**config.mk**
```make
export PLATFORM = sky130hd
export DESIGN_NAME = mult_add5_feeder
export DESIGN_NICKNAME = d
export VERILOG_FILES = /design/src/rtl/mult_add5_feeder.sv
export SDC_FILE = /design/constraint.sdc
export NUM_CORES = 1
export LEC_CHECK = 0
export ABC_AREA = 1
export BUFFER_PORTS_ARGS = -buffer_cell sky130_fd_sc_hd__buf_2
export CORE_MARGIN = 8
export CORE_UTILIZATION = 49
export CTS_BUF_LIST = sky130_fd_sc_hd__clkbuf_16
export CTS_CLUSTER_SIZE = 10
export DETAILED_ROUTE_END_ITERATION = 16
export PLACE_DENSITY = 0.78
export SYNTH_ARGS = -nofsm -noshare
export SYNTH_HDL_FRONTEND = slang
export SYNTH_SLANG_ARGS = --single-unit
```
**constraint.sdc**
```tcl
create_clock -name feed_clk -period 1.4 [get_ports feed_clk]
set_input_delay 0.07 -clock feed_clk [delete_from_list [all_inputs] [get_ports feed_clk]]
set_output_delay 0.07 -clock feed_clk [all_outputs]
set_load 0.01 [all_outputs]
```
**src/rtl/mult_add5_feeder.sv**
```systemverilog
// Packs a serial (activation, weight) stream into five-pair bundles for the FC
// multiply-add datapath and re-times the datapath sum into a valid/last result stream.
module mult_add5_feeder #(
    parameter int OPERAND_WIDTH = 8,
    parameter int RESULT_WIDTH  = 2*OPERAND_WIDTH+3,
    parameter int DP_LATENCY    = 4
) (
    input  logic                          feed_clk,
    input  logic                          feed_rst,

    input  logic                          feed_in_valid_i,
    output logic                          feed_in_ready_o,
    input  logic [OPERAND_WIDTH-1:0]      feed_in_a_i,
    input  logic [OPERAND_WIDTH-1:0]      feed_in_b_i,
    input  logic                          feed_in_last_i,

    output logic [1:0][OPERAND_WIDTH-1:0] feed_dp_a_o,
    output logic [1:0][OPERAND_WIDTH-1:0] feed_dp_b_o,
    output logic [1:0][OPERAND_WIDTH-1:0] feed_dp_c_o,
    output logic [1:0][OPERAND_WIDTH-1:0] feed_dp_d_o,
    output logic [1:0][OPERAND_WIDTH-1:0] feed_dp_e_o,
    output logic                          feed_dp_issue_o,
    input  logic [RESULT_WIDTH-1:0]       feed_dp_result_i,

    output logic                          feed_out_valid_o,
    output logic [RESULT_WIDTH-1:0]       feed_out_data_o,
    output logic                          feed_out_last_o
);

    localparam int SLOTS = 5;

    // [0] = activation, [1] = weight, matching the datapath pair ports.
    typedef logic [1:0][OPERAND_WIDTH-1:0] pair_t;

    typedef struct packed {
        logic issue;
        logic last;
    } tag_t;

    logic                   ready_q;
    logic [2:0]             cnt_q;
    logic [2:0]             cnt_next;
    pair_t [SLOTS-1:0]      collect_q;
    pair_t [SLOTS-1:0]      collect_next;
    pair_t [SLOTS-1:0]      bundle;
    pair_t [SLOTS-1:0]      dp_q;
    logic                   issue_q;
    tag_t  [DP_LATENCY:0]   tag_q;
    tag_t                   tag_in;
    logic                   out_valid_q;
    logic                   out_last_q;
    logic [RESULT_WIDTH-1:0] out_data_q;

    pair_t beat;
    logic  accept;
    logic  complete;

    assign beat     = {feed_in_b_i, feed_in_a_i};
    assign accept   = feed_in_valid_i && ready_q;
    assign complete = accept && ((cnt_q == 3'd4) || feed_in_last_i);

    // Bundle presented to the datapath: collected slots below cnt, the completing
    // beat at cnt, zero above it so an early-closed bundle adds nothing extra.
    always_comb begin
        // NOTE: every always_comb output gets a default first so no path leaves it unassigned and infers a latch.
        bundle = '0;
        for (int i = 0; i < SLOTS; i++) begin
            if (3'(i) < cnt_q) begin
                bundle[i] = collect_q[i];
            end else if (3'(i) == cnt_q) begin
                bundle[i] = beat;
            end
        end
    end

    always_comb begin
        collect_next = collect_q;
        cnt_next     = cnt_q;
        if (complete) begin
            collect_next = '0;
            cnt_next     = 3'd0;
        end else if (accept) begin
            for (int i = 0; i < SLOTS; i++) begin
                if (3'(i) == cnt_q) begin
                    collect_next[i] = beat;
                end
            end
            cnt_next = cnt_q + 3'd1;
        end
    end

    assign tag_in = '{issue: complete, last: complete && feed_in_last_i};

    // Collect side: counter, buffer and the one-cycle dp issue window.
    always_ff @(posedge feed_clk) begin
        // NOTE: state updates use non-blocking assignments so every register samples pre-edge values.
        if (feed_rst) begin
            // NOTE: the collect buffer is reset explicitly; a partial bundle must never leak past reset.
            ready_q   <= 1'b0;
            cnt_q     <= 3'd0;
            collect_q <= '0;
            dp_q      <= '0;
            issue_q   <= 1'b0;
        end else begin
            ready_q   <= 1'b1;
            cnt_q     <= cnt_next;
            collect_q <= collect_next;
            dp_q      <= complete ? bundle : '0;
            issue_q   <= complete;
        end
    end

    // Tag stage k holds the bundle completed k edges ago; stage DP_LATENCY lines up
    // with its sum arriving on feed_dp_result_i.
    always_ff @(posedge feed_clk) begin
        if (feed_rst) begin
            tag_q       <= '0;
            out_valid_q <= 1'b0;
            out_last_q  <= 1'b0;
            out_data_q  <= '0;
        end else begin
            tag_q       <= {tag_q[DP_LATENCY-1:0], tag_in};
            out_valid_q <= tag_q[DP_LATENCY].issue;
            out_last_q  <= tag_q[DP_LATENCY].issue && tag_q[DP_LATENCY].last;
            if (tag_q[DP_LATENCY].issue) begin
                out_data_q <= feed_dp_result_i;
            end
        end
    end

    assign feed_in_ready_o  = ready_q;
    assign feed_dp_a_o      = dp_q[0];
    assign feed_dp_b_o      = dp_q[1];
    assign feed_dp_c_o      = dp_q[2];
    assign feed_dp_d_o      = dp_q[3];
    assign feed_dp_e_o      = dp_q[4];
    assign feed_dp_issue_o  = issue_q;
    assign feed_out_valid_o = out_valid_q;
    assign feed_out_data_o  = out_data_q;
    assign feed_out_last_o  = out_last_q;

endmodule

```
Yosys cells after proc, flatten, opt, wreduce, memory -nomap -nowiden:

Cells that the tools add are included.

* word-level logic and storage cells: 71
* input bits: 39
* bits in registers: 195

* eq/ne operators: 5
* $add $sub $neg: 1
* order comparisons: 5
* bitwise gates (word level): 1
* multiplexer cells: 11
* reduce and logical (&&, ||, !) cells: 13

Operator list (count)
* $mux 16: 10
* $reduce_and 2->1: 5
* $eq 2x3->1 const A: 2
* $lt 1x3->1 const A: 2
* $lt 2x3->1 const A: 2
* $logic_and 1x1->1: 4
* $reduce_or 2->1: 2
* $add 3x1->3 const B: 1
* $eq 1x3->1 const A: 1
* $eq 3x3->1 const A: 1
* $eq 3x3->1 const B: 1
* $logic_not 3->1: 1
* $lt 3x3->1 const A: 1
* $logic_or 1x1->1: 1
* $mux 1: 1
* $not 1->1: 1

Depth between registers and ports, before layout:

Gate-level depths: netlist of run 1.

* word-level depth: 5
* gate-level depth with buffers: 9

Worst setup path before layout of run 1:

Ideal clock, no wire load.

* kind: reg2reg
* from: reg cnt_q[1]
* to: reg collect_q[64] in the netlist's numbering
* buffers on the path: 1
* cell stages (with the launch flop): 9
* slack: -0.162 ns
* setup time: 0.070 ns
* data arrival time: 1.492 ns
* path through: dfxtp_1 > inv_2 > ha_1 > nand2_1 > inv_2 > nand2_1 > clkbuf_1 > nand2_1 > a21oi_1

* word-level cells in the longest chain between the ends: 4
* elaborated cells on any way between the ends: 6

RTL lines
* from (decl): line 41 `logic [2:0] cnt_q;`
* from (signal assigned): line 106 `cnt_q <= cnt_next;`
* $eq 3x3->1: line 60, 84
* $logic_or 1x1->1: line 60 `assign complete = accept && ((cnt_q == 3'd4) || feed_in_last_i);`
* $logic_and 1x1->1: line 60
* $reduce_or 2->1 (no line)
* to (signal assigned): line 107 `collect_q <= collect_next;`
* to (decl): line 43 `pair_t [SLOTS-1:0] collect_q;`

Parallel ways exist; a longest one is shown, timed or not.
A chain may end at the register's enable or synchronous reset.

Worst setup path after layout of run 1:

* from: reg cnt_q[0]
* to: reg collect_q[47] in the netlist's numbering

* word-level cells in the longest chain between the ends: 4
* elaborated cells on any way between the ends: 6

RTL lines (line)
* $eq 3x3->1: 60
* $logic_or 1x1->1: 60
* $logic_and 1x1->1: 60
* $reduce_or 2->1 (no line)

Parallel ways exist; a longest one is shown, timed or not.

==> results of run 1 <==
## power groups by stage
stage                     Combinational [mW]  Sequential, mW  Clock, mW
final                                  0.802            5.63       4.34
after global routing                   0.852            5.63       4.65
after CTS                              0.739            5.63       4.39
after detailed placement               0.657            5.75          0
after global placement                 0.651            5.75          0
after floorplan                        0.366            5.76          0
## cells by family (layout without fill, tap and decap cells)
group	Yosys count	after routing	synth area share [%]
adders and majority gates	3	3	0.518
AOI/OAI and AO/OA	148	148	10.2
buffers and inverters	152	329	8.54
and+or+nand+nor	484	484	26.9
DFF	195	195	53.8
## worst paths after layout
check	from	endpoint	slack [ps]
setup / recovery	cnt_q[0]	collect_q[47]	20
hold / removal	feed_in_a_i[4]	feed_dp_b_o[4]	10
setup reg to reg	cnt_q[0]	collect_q[47]	20
hold reg to reg	tag_q[2]	tag_q[4]	400
## worst reg2reg max path, stage by stage, from the launching register on
cell and delay, ps:
dfxtp_2 340, inv_4 70, ha_2 190, nand2_2 70
buf_12 160, nor2_4 100, buf_12 140, nand2_1 80
a21oi_2 160
## flip-flops by register name, summed over array words and instances (netlist names)
register	cells
feed_in_ready_o	1
feed_dp_e_o	16
feed_dp_a_o	16
feed_out_last_o	1
tag_q	10
collect_q	80
feed_dp_c_o	16
feed_out_valid_o	1
feed_dp_d_o	16
feed_dp_b_o	16
feed_out_data_o	19
cnt_q	3
## layout make-up
class | count | area share [%]
sequential | 195 | 41.4
multi-input combinational | 635 | 30.8
timing repair buffer | 215 | 16.5
clock buffer | 17 | 4.51
inverter | 82 | 3.34
tap | 184 | 2.44
clock inverter | 15 | 0.955
## through the flow
| step | setup slack, ps | instance area, um2 | utilization [%] | setup TNS, ps | std cells |
|---|---|---|---|---|---|
| floorplan | 11.1 | 7270 | - | 0 | 982 |
| global placement | 23.6 | 8360 | 57.7 | 0 | 1280 |
| detailed placement | -37.8 | 8360 | 57.7 | -1560 | 1280 |
| CTS | 5.87 | 9200 | 63.5 | 0 | 1339 |
| global route | -42.5 | 9440 | 65.2 | -465 | 1343 |
| finish | 24.8 | 9440 | 65.2 | 0 | 1343 |
## routing by layer
| layer | vias up | GRT usage [%] | wire [um] |
|---|---|---|---|
| met5 | - | 0 | 0 |
| met2 | 320 | 35.4 | 10000 |
| met1 | 3195 | 27.0 | 8550 |
| met3 | 54 | 6.35 | 2130 |
| li1 | 3374 | - | - |
| met4 | 0 | 8.51 | 812 |
## cells in the mapped netlist
master    instances  share of area [%]
nand2_1         285                 15
dfxtp_1         195                 54
nor2_1          118                6.1
a21oi_1         111                7.7
inv_1            77                4.0
nand3_1          66                4.6
o21ai_0          37                2.6
clkbuf_1         30                1.6
buf_2            24                1.7
clkbuf_2         12               0.83
inv_2             5               0.26
nor2_2            5               0.43
nand2_2           4               0.35
buf_1             3               0.16
ha_1              3               0.52
nor2_4            3               0.47
nor3_1            2               0.14
buf_4             1               0.10
nand4_1           1              0.086
## what timing repair did
| action | 4_1_cts | 5_1_grt |
|---|---|---|
| resized for setup | 13 | 57 |
| hold endpoints to repair | 37 | 0 |
| pin swaps | 0 | 4 |
| setup buffers | 2 | 0 |
| gates cloned | 1 | 5 |
| endpoints found under the setup margin | 129 | 127 |
| hold buffers | 24 | 0 |
==> reports/metrics.yaml, run 1 <==
floorplan:
  rows: 44
  io_pins: 142
  die-area_um2: 18900
  fp.coreArea_um2: 14500
  die-height_um: 138
  start_util_pct: 50.1
  die_w_um: 138
pwr:
  p_comb_share_pct: 7.4
  pwr-share-clk_pct: 40.3
  sequentialPowerShare_pct: 52.2
  p_int_mw: 8.14
  ir_worst_vdd_v: 0.00123
  power_density_nw_per_um2: 1140
  p_switching_mw: 2.63
  sw_frac_of_total_pct: 24.4
  power_mw: 10.8
  p_leak_nw: 4.02
final_layout:
  syn2layout_area_growth_pct: 30.1
  mostFrequentLayoutCell: "nand2_1"
  register_area_um2: 3910
  multi_input_area_um2: 2910
  nFillCells: 1146
  nets: 1188
  layout-drive-gt1-share_pct: 23.6
  antenna_cells: 0
  layout_common_cells: "277 x nand2_1, 193 x dfxtp_1, 142 x buf_2"
synth:
  syn_area_um2: 7250
  yosysUniqueCellTypes: 19
  ys_seq_area_share_pct: 53.8
  syn_area_per_cell_um2: 7.38
  synth_fp_nets: 1024
  yosysWarningCount: 0
  ys_ff_latch: 195
  synthCells: 982
cts:
  cts_made_buffers: 17
  clock_sinks: 195
  clock_latency_ps: 440
  cts_tree: "done"
  ctsLongestPathBuffers: 2
  path_clk_slew_ps: 70
  htreeDepth: 4
  root_buffer: "clkbuf_16"
timing:
  rsz0062_at_grt: "true"
  skew_ps: 9.73
  period_share_pct: 98.2
  drv_slew: 0
  slew_headroom_pct: 59.6
  clock.fmax_mhz: 727
  hold_viol: 0
  layout_min_cycle_time_ps: 1380
  setup_viol: 0
  whs_ps: 13.8
  max_slew.worst_pin.slew_ps: 605
global_routing:
  antenna_found_initial: 0
  grt_use_total_pct: 21.9
  grt_pass1_vias: 6233
  grt_overflow: 0
  grt_pass1_wl_mm: 32.1
  grt_max_degree: 48
routing:
  drt_first_iter_violations: 717
  firstDrtPassIters: 5
  vias_per_cell: 5.17
  wl_per_cell_um: 16.0
  routed_wl_mm: 21.5
  num_vias: 6943
  drtAntennaViolNets: 0
  drc_errors: 0
hold_path:
  hold_path.class: "in2reg"
  holdPathStages: 3
critical_path:
  cp_top_family: "buffers and inverters"
  crit_slowest_cell: "dfxtp_2"
  crit_path_max_fanout: 17
  cp_num_cells: 8
  endpoint_kind: "flop"
  max_stage_delay_ps: 340
  cp.required_ps: 1770
  crit_top_cell: "buf_12"
  worstSetupStartpointType: "flop"
  crit_arrival_ps: 1750
  path_class: "reg2reg"
  worst-path-buf-inv: 3
  reg2reg_depth: 8
  cp_cell_sequence: "inv_4 > ha_2 > nand2_2 > buf_12 > nor2_4 > buf_12 > nand2_1 > a21oi_2"
place:
  dp_hpwl_mm: 13.1
  gp_congestion: 0.866
  port_buffers: 141
outcome:
  status: "complete, no violations"
job:
  drv_cap: 0
No activity file was read; power rests on OpenSTA's default activity.
==> run 2, diff against run 1 <==
Settings changed: ABC_AREA 1 to default.
==> reports/metrics.yaml, run 2 <==
outcome:
  status: "finished with violations"
  violations: "negative setup slack"
critical_path:
  max_stage_delay_ps: 370
  cp_cell_sequence: "clkinv_4 > ha_4 > a21oi_4 > buf_6 > o21ai_4 > buf_12 > clkbuf_16 > a21oi_2"
  worstSetupStartpointType: "flop"
  crit_path_max_fanout: 8
  crit_arrival_ps: 1860
  cp.required_ps: 1760
  crit_slowest_cell: "dfxtp_4"
  endpoint_kind: "flop"
  path_class: "reg2reg"
global_routing:
  grt_pass1_vias: 6184
  grt_pass1_wl_mm: 32.0
  antenna_found_initial: 0
  grt_use_total_pct: 21.8
  grt_max_degree: 58
  grt_overflow: 0
routing:
  drc_errors: 0
  num_vias: 6743
  wl_per_cell_um: 20.0
  drtAntennaViolNets: 0
  drt_first_iter_violations: 681
  vias_per_cell: 5.73
  firstDrtPassIters: 6
  routed_wl_mm: 23.5
floorplan:
  io_pins: 142
  die-area_um2: 18600
  die_w_um: 137
  rows: 44
  fp.coreArea_um2: 14400
  die-height_um: 137
  start_util_pct: 49.5
timing:
  slew_headroom_pct: 76.6
  drv_slew: 0
  skew_ps: 9.03
  period_share_pct: 108
  rsz0062_at_grt: "true"
  max_slew.worst_pin.slew_ps: 350
  layout_min_cycle_time_ps: 1510
  hold_viol: 0
  clock.fmax_mhz: 664
  fin_ws_ps: -105
  setup_tns_ps: -5350
  setup_viol: 132
final_layout:
  nets: 1023
  register_area_um2: 3910
  largest_reg_flops: 80
  layout_common_cells: "192 x dfxtp_1, 141 x buf_2, 127 x nand2_1"
  syn2layout_area_growth_pct: 36.0
  nFillCells: 1051
  regMostFlops: "collect_q"
  layout-drive-gt1-share_pct: 35.9
  antenna_cells: 0
  mostFrequentLayoutCell: "dfxtp_1"
  multi_input_area_um2: 3160
hold_path:
  hold_path.class: "in2reg"
synth:
  synthCells: 814
  ys_ff_latch: 195
  yosys.area.top_type: "dfxtp_1"
  yosysWarningCount: 0
  synth_top_area_share_pct: 54.9
  synth_edf_count: 0
  synth_ff_type: "dfxtp_1"
  synth_fp_nets: 856
  synthArstFlopShare_pct: 0
  ys_seq_area_share_pct: 54.9
  ys_top_cells_by_count: "195 x dfxtp_1, 127 x nand2_1, 115 x a21oi_1, 81 x nand3_1, 55 x nor2_1"
  yosysUniqueCellTypes: 35
  syn_area_um2: 7120
  ys_top_cells_by_area: "dfxtp_1 55%, a21oi_1 8.1%, nand2_1 6.7%"
  synth.most_common_cell: "dfxtp_1"
  syn_area_per_cell_um2: 8.74
cts:
  path_clk_slew_ps: 70
  cts_tree: "done"
  ctsLongestPathBuffers: 2
  clock_sinks: 195
  cts_made_buffers: 17
  htreeDepth: 4
  clock_latency_ps: 430
  root_buffer: "clkbuf_16"
place:
  port_buffers: 141
  gp_congestion: 0.789
  place_ws_ps: -192
  dp_hpwl_mm: 12.9
pwr:
  p_leak_nw: 3.65
  power_density_nw_per_um2: 1170
  ir_worst_vdd_v: 0.000919
job:
  drv_cap: 0
[run 2: changes by cell type in the layout (fill, tap and decap cells not counted), moves of 19 or more]
| cell | change |
|---|---|
| a21oi_1 | -42 |
| a21oi_2 | +57 |
| a22oi_1 | +19 |
| inv_1 | -73 |
| mux2i_1 | +19 |
| nand2_1 | -150 |
| nor2_1 | -69 |
[run 2: path summary, 6_finish.rpt]
path	startpoint	slack (ps)	cells after the start	end
worst max register to register	cnt_q[1]	-110	8	collect_q[73]
worst max-delay path	cnt_q[1]	-110	8	collect_q[73]
worst min register to register	tag_q[2]	440	1	tag_q[4]
worst min-delay path	feed_in_a_i[1]	30	3	collect_q[1]
[run 2: cell type report]
class	count	area share, %
clock buffers	17	4.40
clock inverters	14	1.55
inverters	4	0.233
multi-input cells	528	32.6
flip-flops and latches	195	40.4
well taps	184	2.38
repair buffers	235	18.4
[run 2: layer usage]
layer / share of wire, % / track usage (%)
met1: 39 / 26.8
met2: 48 / 36.2
met3: 9.7 / 5.40
met4: 3.1 / 8.24
met5: 0 / 0
[run 2: cells by family (layout without fill, tap and decap cells)]
group | count (synthesis) | count (layout) | synth area share [%]
fa+ha+maj | 3 | 3 | 0.528
compound gates | 214 | 214 | 17.0
mux | 19 | 19 | 2.67
simple gates | 290 | 290 | 18.2
buf+inv | 91 | 270 | 6.49
xor+xnor | 2 | 2 | 0.246
flops | 195 | 195 | 54.9
[run 2: repair_timing]
action / in CTS / in global routing
endpoints found under the setup margin: 135 / 162
pin swaps: 4 / 33
endpoints found under the hold margin: 23 / 0
resized for setup: 17 / 107
gates cloned: 1 / 8
hold buffers: 22 / 0
setup buffers: 1 / 4
[run 2: critical path, delay by kind of cell (launching register included)]
kind | cells | cell delay, ps
AOI/OAI and AO/OA | 3 | 360
DFF | 1 | 370
buffers and inverters | 4 | 500
adders and majority gates | 1 | 180
[run 2: stage by stage]
stage | util [%] | total power [mW] | hold WS [ps] | std cells | instance area, um2
after floorplan | - | 6.16 | 151 | 814 | 7240
after global placement | 57.2 | 6.38 | 309 | 1110 | 8220
after detailed placement | 57.2 | 6.39 | 313 | 1110 | 8220
after CTS | 63.4 | 11.2 | 3.47 | 1165 | 9110
after global routing | 67.3 | 11.7 | 12.3 | 1177 | 9680
final | 67.3 | 11.3 | 30.8 | 1177 | 9680
[run 2: where the power goes]
| part | switching (mW) | total, mW | leakage, nW | internal, mW |
|---|---|---|---|---|
| clock | 2.06 | 4.82 | 0.287 | 2.76 |
| combinational | 0.553 | 0.905 | 1.79 | 0.352 |
| sequential | 0.0242 | 5.62 | 1.57 | 5.59 |
